--- src/rtl/cnn_pkg.sv ---
// Shared definitions for the CNN pooling datapath: default element width,
// pooling FSM state encoding and an address-width helper.
package cnn_pkg;

    localparam int DATA_W_DEF = 32;

    typedef enum logic [1:0] {
        IDLE  = 2'd0,
        RUN   = 2'd1,
        FLUSH = 2'd2,
        DONE  = 2'd3
    } pool_state_t;

    // Index width for an n-entry structure; never narrower than one bit.
    function automatic int addr_w(input int n);
        return (n > 1) ? $clog2(n) : 1;
    endfunction

endpackage

--- src/rtl/pool_line_buf.sv ---
// Half-row line buffer for 2x2 max pooling: holds the horizontal pair maxima
// of the even row until the odd row completes each 2x2 window.
// One synchronous write port, one combinational read port.
module pool_line_buf
    import cnn_pkg::*;
#(
    parameter int DATA_W = DATA_W_DEF,
    parameter int DEPTH  = 8,
    parameter int AW     = addr_w(DEPTH)
) (
    input  logic                     clk,
    input  logic                     i_we,
    input  logic [AW-1:0]            i_waddr,
    input  logic signed [DATA_W-1:0] i_wdata,
    input  logic [AW-1:0]            i_raddr,
    output logic signed [DATA_W-1:0] o_rdata
);

    logic signed [DATA_W-1:0] r_mem [DEPTH];

    // Store one even-row pair maximum per column pair.
    // NOTE: no reset on storage arrays; every entry is written in the even row before the odd row reads it.
    always_ff @(posedge clk) begin
        if (i_we) begin
            r_mem[i_waddr] <= i_wdata;
        end
    end

    assign o_rdata = r_mem[i_raddr];

endmodule

--- src/rtl/pool_stream.sv ---
// Streaming 2x2 / stride-2 signed max pooling over a raster-order feature map.
// Accepts IMG_W*IMG_H elements per start pulse, emits (IMG_W/2)*(IMG_H/2)
// pooled elements through a single registered output stage, then pulses done.
// Optional build macro: POOL_RELU_EN -- clamps negative pooled results to 0.
module pool_stream
    import cnn_pkg::*;
#(
    parameter int DATA_W = DATA_W_DEF,
    parameter int IMG_W  = 16,
    parameter int IMG_H  = 16
) (
    input  logic                     clk,
    input  logic                     rst_n,
    input  logic                     start,
    input  logic                     in_valid,
    input  logic signed [DATA_W-1:0] in_data,
    output logic                     in_ready,
    output logic                     out_valid,
    output logic signed [DATA_W-1:0] out_data,
    input  logic                     out_ready,
    output logic                     done
);

    localparam int LB_DEPTH = IMG_W / 2;
    localparam int LB_AW    = addr_w(LB_DEPTH);
    localparam int COL_W    = addr_w(IMG_W);
    localparam int ROW_W    = addr_w(IMG_H);

    localparam logic [COL_W-1:0] COL_LAST = COL_W'(IMG_W - 1);
    localparam logic [ROW_W-1:0] ROW_LAST = ROW_W'(IMG_H - 1);

    pool_state_t              r_state;
    logic [COL_W-1:0]         r_col;
    logic [ROW_W-1:0]         r_row;
    logic signed [DATA_W-1:0] r_hold;
    logic                     r_out_valid;
    logic signed [DATA_W-1:0] r_out_data;
    logic                     r_done;

    logic                     w_in_fire;
    logic                     w_col_odd;
    logic                     w_row_odd;
    logic                     w_col_last;
    logic                     w_row_last;
    logic                     w_lb_we;
    logic [LB_AW-1:0]         w_lb_addr;
    logic signed [DATA_W-1:0] w_lb_rdata;
    logic signed [DATA_W-1:0] w_pair_max;
    logic signed [DATA_W-1:0] w_quad_max;
    logic signed [DATA_W-1:0] w_result;

    // Input is taken only while running and the output stage can make room.
    assign in_ready   = (r_state == RUN) && (!r_out_valid || out_ready);
    assign w_in_fire  = in_valid && in_ready;

    assign w_col_odd  = r_col[0];
    assign w_row_odd  = r_row[0];
    assign w_col_last = (r_col == COL_LAST);
    assign w_row_last = (r_row == ROW_LAST);

    assign w_lb_addr  = LB_AW'(r_col >> 1);
    assign w_lb_we    = w_in_fire && !w_row_odd && w_col_odd;

    pool_line_buf #(
        .DATA_W (DATA_W),
        .DEPTH  (LB_DEPTH),
        .AW     (LB_AW)
    ) u_line_buf (
        .clk     (clk),
        .i_we    (w_lb_we),
        .i_waddr (w_lb_addr),
        .i_wdata (w_pair_max),
        .i_raddr (w_lb_addr),
        .o_rdata (w_lb_rdata)
    );

    // Window maxima: horizontal pair, then full 2x2 with the buffered row, then optional ReLU.
    // NOTE: every always_comb output gets a value on every path so no latch is inferred.
    always_comb begin
        w_pair_max = (in_data > r_hold) ? in_data : r_hold;
        w_quad_max = (w_lb_rdata > w_pair_max) ? w_lb_rdata : w_pair_max;
`ifdef POOL_RELU_EN
        w_result   = w_quad_max[DATA_W-1] ? '0 : w_quad_max;
`else
        w_result   = w_quad_max;
`endif
    end

    // Sequencer: map lifecycle, raster position counters and the done pulse.
    // NOTE: state registers use non-blocking assignment so all flops update together at the edge.
    always_ff @(posedge clk or negedge rst_n) begin
        if (!rst_n) begin
            r_state <= IDLE;
            r_col   <= '0;
            r_row   <= '0;
            r_done  <= 1'b0;
        end else begin
            r_done <= 1'b0;
            case (r_state)
                IDLE: begin
                    if (start) begin
                        r_state <= RUN;
                        r_col   <= '0;
                        r_row   <= '0;
                    end
                end
                RUN: begin
                    if (w_in_fire) begin
                        if (w_col_last) begin
                            r_col <= '0;
                            if (w_row_last) begin
                                r_row   <= '0;
                                r_state <= FLUSH;
                            end else begin
                                r_row <= r_row + ROW_W'(1);
                            end
                        end else begin
                            r_col <= r_col + COL_W'(1);
                        end
                    end
                end
                FLUSH: begin
                    if (!r_out_valid) begin
                        r_state <= DONE;
                        r_done  <= 1'b1;
                    end
                end
                DONE: begin
                    r_state <= IDLE;
                end
                default: begin
                    r_state <= IDLE;
                end
            endcase
        end
    end

    // Even-column element of every row, held until its odd-column partner arrives.
    always_ff @(posedge clk) begin
        if (w_in_fire && !w_col_odd) begin
            r_hold <= in_data;
        end
    end

    // Output stage: load on a completed 2x2 window, hold until accepted.
    always_ff @(posedge clk or negedge rst_n) begin
        if (!rst_n) begin
            r_out_valid <= 1'b0;
            r_out_data  <= '0;
        end else if (w_in_fire && w_row_odd && w_col_odd) begin
            r_out_valid <= 1'b1;
            r_out_data  <= w_result;
        end else if (r_out_valid && out_ready) begin
            r_out_valid <= 1'b0;
        end
    end

    assign out_valid = r_out_valid;
    assign out_data  = r_out_data;
    assign done      = r_done;

endmodule

--- config.mk ---
export PLATFORM = sky130hd
export DESIGN_NAME = pool_stream
export DESIGN_NICKNAME = d
export VERILOG_FILES = /design/src/rtl/cnn_pkg.sv /design/src/rtl/pool_line_buf.sv /design/src/rtl/pool_stream.sv
export SDC_FILE = /design/constraint.sdc
export NUM_CORES = 1
export LEC_CHECK = 0
export CAP_MARGIN = 15
export CORE_UTILIZATION = 30
export CTS_BUF_LIST = sky130_fd_sc_hd__clkbuf_4
export DETAILED_ROUTE_END_ITERATION = 6
export HOLD_SLACK_MARGIN = 0.15
export MAX_ROUTING_LAYER = met4
export PLACE_DENSITY_LB_ADDON = 0.3
export SYNTH_ARGS = -nofsm -noshare
export SYNTH_HDL_FRONTEND = slang
export SYNTH_SLANG_ARGS = --single-unit
export TNS_END_PERCENT = 5
--- constraint.sdc ---
create_clock -name clk -period 14.3 [get_ports clk]
set_input_delay 2.86 -clock clk [delete_from_list [all_inputs] [get_ports clk]]
set_output_delay 2.86 -clock clk [all_outputs]
set_load 0.05 [all_outputs]
# Word level (Yosys, flattened, before mapping)

Memories as Yosys holds them, arrays and structs flattened.
Cells that the tools add are included.

Input bits: 37
Output and inout port bits: 35
RAM bits: 256
Register bits after elaboration: 76
Memories: 1
Memory bits (read-only): 0
Latch bits: 0

Memories:

| memory           | depth | width | read ports | clocked after memory_dff | write ports | RTL line            | source |
|---|---|---|---|---|---|---|---|
| u_line_buf.r_mem | 8     | 32    | 1          | 0                        | 1           | pool_line_buf.sv:19 | `logic signed [DATA_W-1:0] r_mem [DEPTH];` |

Eq/ne operators: 10
Reductions and logical operators: 18
Add/sub/neg operators: 2
Shifts and indexed selects: 0
Multiplexer cells: 22
Divide/modulo/power cells: 0
$mul: 0
Magnitude comparators: 2
Bitwise operators: 0

Operators with widths:

| kind                                                 | count |
|---|---|
| > comparator 32 bit                                  | 2 |
| two-way mux 32 bit                                   | 2 |
| two-way mux 4 bit                                    | 6 |
| case mux 4 bit (2 select lines)                      | 2 |
| two-way mux 2 bit                                    | 5 |
| inequality test 2 bit (second input constant)        | 5 |
| adder 4 x 1 -> 4 bit (second input constant)         | 2 |
| equality test 4 bit (second input constant)          | 2 |
| logical AND 1 bit                                    | 8 |
| case mux 2 bit (4 select lines)                      | 1 |
| two-way mux 1 bit                                    | 6 |
| AND reduction 5 bit                                  | 1 |
| equality test 2 bit (second input constant)          | 2 |
| AND reduction 4 bit                                  | 1 |
| nonzero test 2 bit                                   | 2 |
| zero test 1 bit                                      | 3 |
| AND reduction 3 bit                                  | 1 |
| equality test 2 x 1 -> 1 bit (second input constant) | 1 |
| zero test 2 bit                                      | 1 |
| logical OR 1 bit                                     | 1 |

# Logic depth before layout (Yosys ltp)

Depth after elaboration: 8
Mapped depth: 22

# By module

A second synthesis with hierarchy kept.

Cells, all modules: 898
Area total of the unflattened synthesis: 15028.2 um^2

Modules (own cells, without submodules):

| module        | cells each | times used | area each (um^2) |
|---|---|---|---|
| pool_line_buf | 383        | 1          | 9825.7 |
| pool_stream   | 515        | 1          | 5202.5 |

# Worst setup path before layout

No wires, ideal clock.

Kind: input to register
Start point: input out_ready
End point: memory u_line_buf.r_mem[0][0] (netlist bit), enable pin
Buffers on the path: 1
Data required time: 13798 ps
Arrival: 6609 ps
Path slack: 7189 ps
Stages on the path: 5
Cell sequence: nand2b_1 > and3_1 > clkbuf_1 > nand3b_1 > nor4_1

Word-level cells in the longest chain between the ends: 7

RTL lines:

| what                                    | RTL line            | source |
|---|---|---|
| start, declared                         | pool_stream.sv:20   | `input logic out_ready,` |
| logical OR 1 bit                        | pool_stream.sv:53   | `assign in_ready = (r_state == RUN) && (!r_out_valid \|\| out_ready);` |
| logical AND 1 bit                       | pool_stream.sv:53   |  |
| logical AND 1 bit                       | pool_stream.sv:54   | `assign w_in_fire = in_valid && in_ready;` |
| logical AND 1 bit (2 in series)         | pool_stream.sv:62   | `assign w_lb_we = w_in_fire && !w_row_odd && w_col_odd;` |
| two-way mux 1 bit                       | pool_line_buf.sv:24 | `if (i_we) begin` |
| two-way mux 1 bit (implied by the code) | pool_line_buf.sv:25 | `r_mem[i_waddr] <= i_wdata;` |
| end, declared                           | pool_line_buf.sv:19 |  |

Every way passes these cells.

# Final worst setup path

Start point: input in_data[11]
End point: register r_out_data[0] (netlist: out_data[0])

Word-level cells in the longest chain between the ends: 4

RTL lines:

| what                       | RTL line            | source |
|---|---|---|
| start, declared            | pool_stream.sv:16   | `input logic signed [DATA_W-1:0] in_data,` |
| > comparator 32 bit        | pool_stream.sv:80   | `w_pair_max = (in_data > r_hold) ? in_data : r_hold;` |
| two-way mux 32 bit         | pool_stream.sv:80   |  |
| net u_line_buf.i_wdata[31] | pool_line_buf.sv:14 | `input logic signed [DATA_W-1:0] i_wdata,` |
| > comparator 32 bit        | pool_stream.sv:81   | `w_quad_max = (w_lb_rdata > w_pair_max) ? w_lb_rdata : w_pair_max;` |
| two-way mux 32 bit         | pool_stream.sv:81   |  |
| end signal, assigned       | pool_stream.sv:152  | `r_out_data <= w_result;` |
| end, declared              | pool_stream.sv:37   | `logic signed [DATA_W-1:0] r_out_data;` |

The timed path passes the listed nets, and every way through them passes these cells.
A chain may end at the register's enable or synchronous reset.

==> metrics list <==
- The tree built by TritonCTS fans out to between 300 and 400 sinks.
- STA classifies the critical path startpoint as an input pin.
- Net count, final: ~1,300
* Max Clock Freq: approximately 110 MHz
- Area fraction of the dominant cell type after synthesis: 59.94%
* DRT iter0 DRCs: 740
- The synthesized design spends more area on one cell type than any other, namely edfxtp_1.
- Register bit total from synthesis: 332
* Core outline area: about 47,000 sq um
- The first global-routing pass estimated roughly 57 mm of wire.
* Final Hold Fails: 0
- The die is approximately 220 um tall.
- Start point of the worst min-delay path: r_row[3]
* CTS max path bufs: 3
- Fraction of final layout cells sized beyond drive strength 1: 15.60%
- The number of nets handed over by synthesis was ~1,200.
- Buffer count from post-CTS setup fixing: 0
- In the post-synthesis netlist, the cell with the most instances is edfxtp_1.
- Most instantiated cells after synthesis: edfxtp_1, a22oi_1, a21oi_1
* Sum of internal, switching and leakage power: 3145 uW
* Skew-Pair Late Insertion Delay: about 0.76 ns
* # DRC: 0
- The endpoint identified for the worst register-to-register timing path is out_data[0].
- Largest fanout of any net on the critical path: 48
- Pin count of the biggest net entering global routing: between 40 and 50
- Gate Count Post-Synth: 1,055
- 72 I/O pins were placed.
* Number of input and output port buffers inserted: approximately 70
- Number of flops mapped to enable cells by yosys: around 290
- In this run the worst setup path begins at in_data[11].
* Post-cts sizing count: 0
* Endpoint, Worst Hold: r_row[3]
* Top delay family on crit path: simple AND/OR/NAND/NOR gates
- Unrepaired setup endpoints after global routing: no
* Initial antenna violation count: 2
- For this run, the total global-route usage over all layers was measured as roughly 16%.
- Clock-pin slew was measured on the worst setup and hold paths at roughly 0.060 ns.
- Total wire length: about 37 mm
* Slowest stage cell on the critical path: nand2_2
- # setup viols final: 0
* Number of pins with negative max-slew slack in the final report: 0
* Yosys warning total: 0
- The tool flagged a number of max-cap violations equal to 0.
- The path class of the tightest hold or removal check is flop to flop.
- Sum Neg Setup Slack: 0 ns
* Register area share after synthesis: between 60 and 70%
- The worst register-to-register path has a depth of 21.
* Num CTS Buffers: between 80 and 90
- Core occupancy in the finished layout: between 30% and 40%
- Arr. time, crit path: between 9 and 10 ns
- Relative slew slack: between 20% and 30%
- Dividing the detail-routed via count by the number of cells gives between 5 and 6.
- CTS placed an instance of clkbuf_4 at the clock tree root.
* Detailed-routing iteration count for the pre-antenna-repair pass: 5
- Pwr per Cell Area: 186.1 nW/um^2
- Flop-to-flop setup slack: 7.75 ns
* Fin Hold WS: around 0.48 ns
- Number of buffer and inverter stages on the critical path: 4
* Final clock period utilization by the worst path: approximately three fifths
- Post-CTS Hold Fix Bufs: 0
- Fill cells in the final layout number between 4,000 and 5,000.
- IR analysis of the VDD net gives a maximum drop of approximately 0.17 mV.
- Ordered list of cells on the worst path: clkdlybuf4s50_1, ha_1, and4_1, nand2_1, or2_0, o221ai_1, a211o_1, buf_4, and2_2, buf_4, a21o_1, inv_1, ha_1, nand4_1, nor4_1, nor3b_1, o31ai_1, a211o_1, nand2_2, a21oi_1, a22o_1
- Fraction of registers with async set or reset after synthesis: 13.25%
* TritonCTS clock tree: done
- For this design the static power due to leakage is 0.006029 uW.
* Vias in the first global route: ~9,600
* Hold Path Depth: 1
* Average size of a mapped cell: 13.68 sq um
- Crit path capture type: flop
* Vias post-DR: approximately 9,400
- Netlist cell types: 46
- Final critical path time including I/O delays and setup: 8.851 ns
- Transition time at the pin with the least slew margin: between 1 and 1.5 ns
* Slowest Stage Delay on Critical Path: between 0.6 and 0.7 ns
- In this run the critical register-to-register path is launched from r_hold[10].
- Total die area: just under 50,000 sq um
- Worst EP required: between 10 and 15 ns
* Most common flop cell mapped by yosys: edfxtp_1
- Routed wire length per instance: around 20 um
- GRT overflow: 0
- Type of the setup path with the least slack: input pin to flop
- The H-tree was split into 3 levels.
* Antenna-violating nets left: 0
* Main area contributors after synthesis: edfxtp_1, dfrtp_1, a22oi_1
- Clock Skews: ~0.044 ns
- Floorplan die width: around 220 um
- In this run the cell area of the synthesized design comes to between 10,000 and 15,000 sq um.
- Std-Cell Rows: approximately 80
- Initial core utilization: between 30% and 40%
* DP Wirelength: 22.45 mm
* Final RePlAce weighted congestion: around 0.83
* Layout overhead on the synthesized area: 17.11%
- Status: completed
-- report_power, final --
part | internal, uW | switching, uW | leakage [uW]
clock | 386 | 379 | 0.000601
combinational | 348 | 781 | 0.00223
sequential | 1200 | 53.8 | 0.00320
total | 1930 | 1210 | 0.00603
-- worst max-delay path by stage --
stage / slack, ns / cells past startpoint / endpoint
2_1_floorplan: 7.19 / 5 / u_line_buf.r_mem[0][0]
3_3_place_gp: 4.68 / 21 / out_data[0]
3_5_place_dp: 4.60 / 21 / out_data[0]
4_1_cts: 5.42 / 21 / out_data[0]
5_1_grt: 5.08 / 21 / out_data[0]
6_report: 5.45 / 21 / out_data[0]
-- worst register-to-register path, stage by stage (launching register included) --
cell	delay, ns
edfxtp_1	0.33
inv_1	0.07
ha_1	0.31
and4_1	0.24
nand2_1	0.09
or2_0	0.22
o221ai_1	0.27
a211o_1	0.17
buf_4	0.31
and2_2	0.46
buf_4	0.55
a21o_1	0.39
inv_1	0.08
ha_1	0.36
nand4_1	0.16
nor4_1	0.38
nor3b_1	0.44
o31ai_1	0.17
a211o_1	0.35
nand2_2	0.69
a21oi_1	0.18
a22o_1	0.23
-- area by class of cell --
cell class,instances,area (sq um),share of cell area (%)
tap,607,759.5,4.495
clock inverter,34,163.9,0.9700
inverter,74,277.8,1.644
timing repair buffer,92,863.3,5.109
sequential,332,9749,57.70
multi-input combinational,592,4230,25.04
antenna,2,5.005,0.02962
clock buffer,113,848.3,5.020
-- layout by cell type (no fill, tap or decap), types with 6 or more instances in the layout --
cell	synthesis	routed
o21ai_0	45	45
o21ai_1	35	35
edfxtp_1	288	288
clkdlybuf4s50_1	0	70
a22oi_1	126	126
ha_1	69	69
buf_4	3	21
nand4_1	42	42
nand2_1	64	63
inv_1	74	74
a21oi_1	88	88
nand3_1	12	12
a211oi_2	27	27
clkinv_1	0	25
dfrtp_1	44	44
clkbuf_4	0	113
nor2_4	0	6
and3_1	8	8
-- sequential cells by signal (all words and copies together), names as in the netlist --
| name | cells |
|---|---|
| u_line_buf.r_mem | 256 |
| out_data | 32 |
| r_hold | 32 |
| r_col | 4 |
| r_row | 4 |
| r_state | 2 |
| done | 1 |
| out_valid | 1 |
-- per-stage QoR --
step,worst slack (ns),cells,cell area (sq um)
after floorplan,7.189,1055,14430
after global placement,4.677,1697,15880
after detailed placement,4.597,1697,15880
after CTS,5.416,1844,16890
after global routing,5.082,1846,16900
final,5.449,1846,16900
-- logic make-up (layout without fill, tap and decap cells) --
family,after synthesis,after routing,synth area share (%)
other,0,2,0
AOI/OAI and AO/OA,354,354,16.69
buffers and inverters,131,313,3.737
and+or+nand+nor,169,169,6.018
DFF,332,332,67.57
adders and majority gates,69,69,5.983
-- per-layer routing --
layer  wire length, um  global-route usage, %
met5                 0                      -
met1             16840                  19.81
met4               599                  5.030
met3              2179                  3.506
met2             17730                  25.20
No activity file was read; power rests on OpenSTA's default activity.
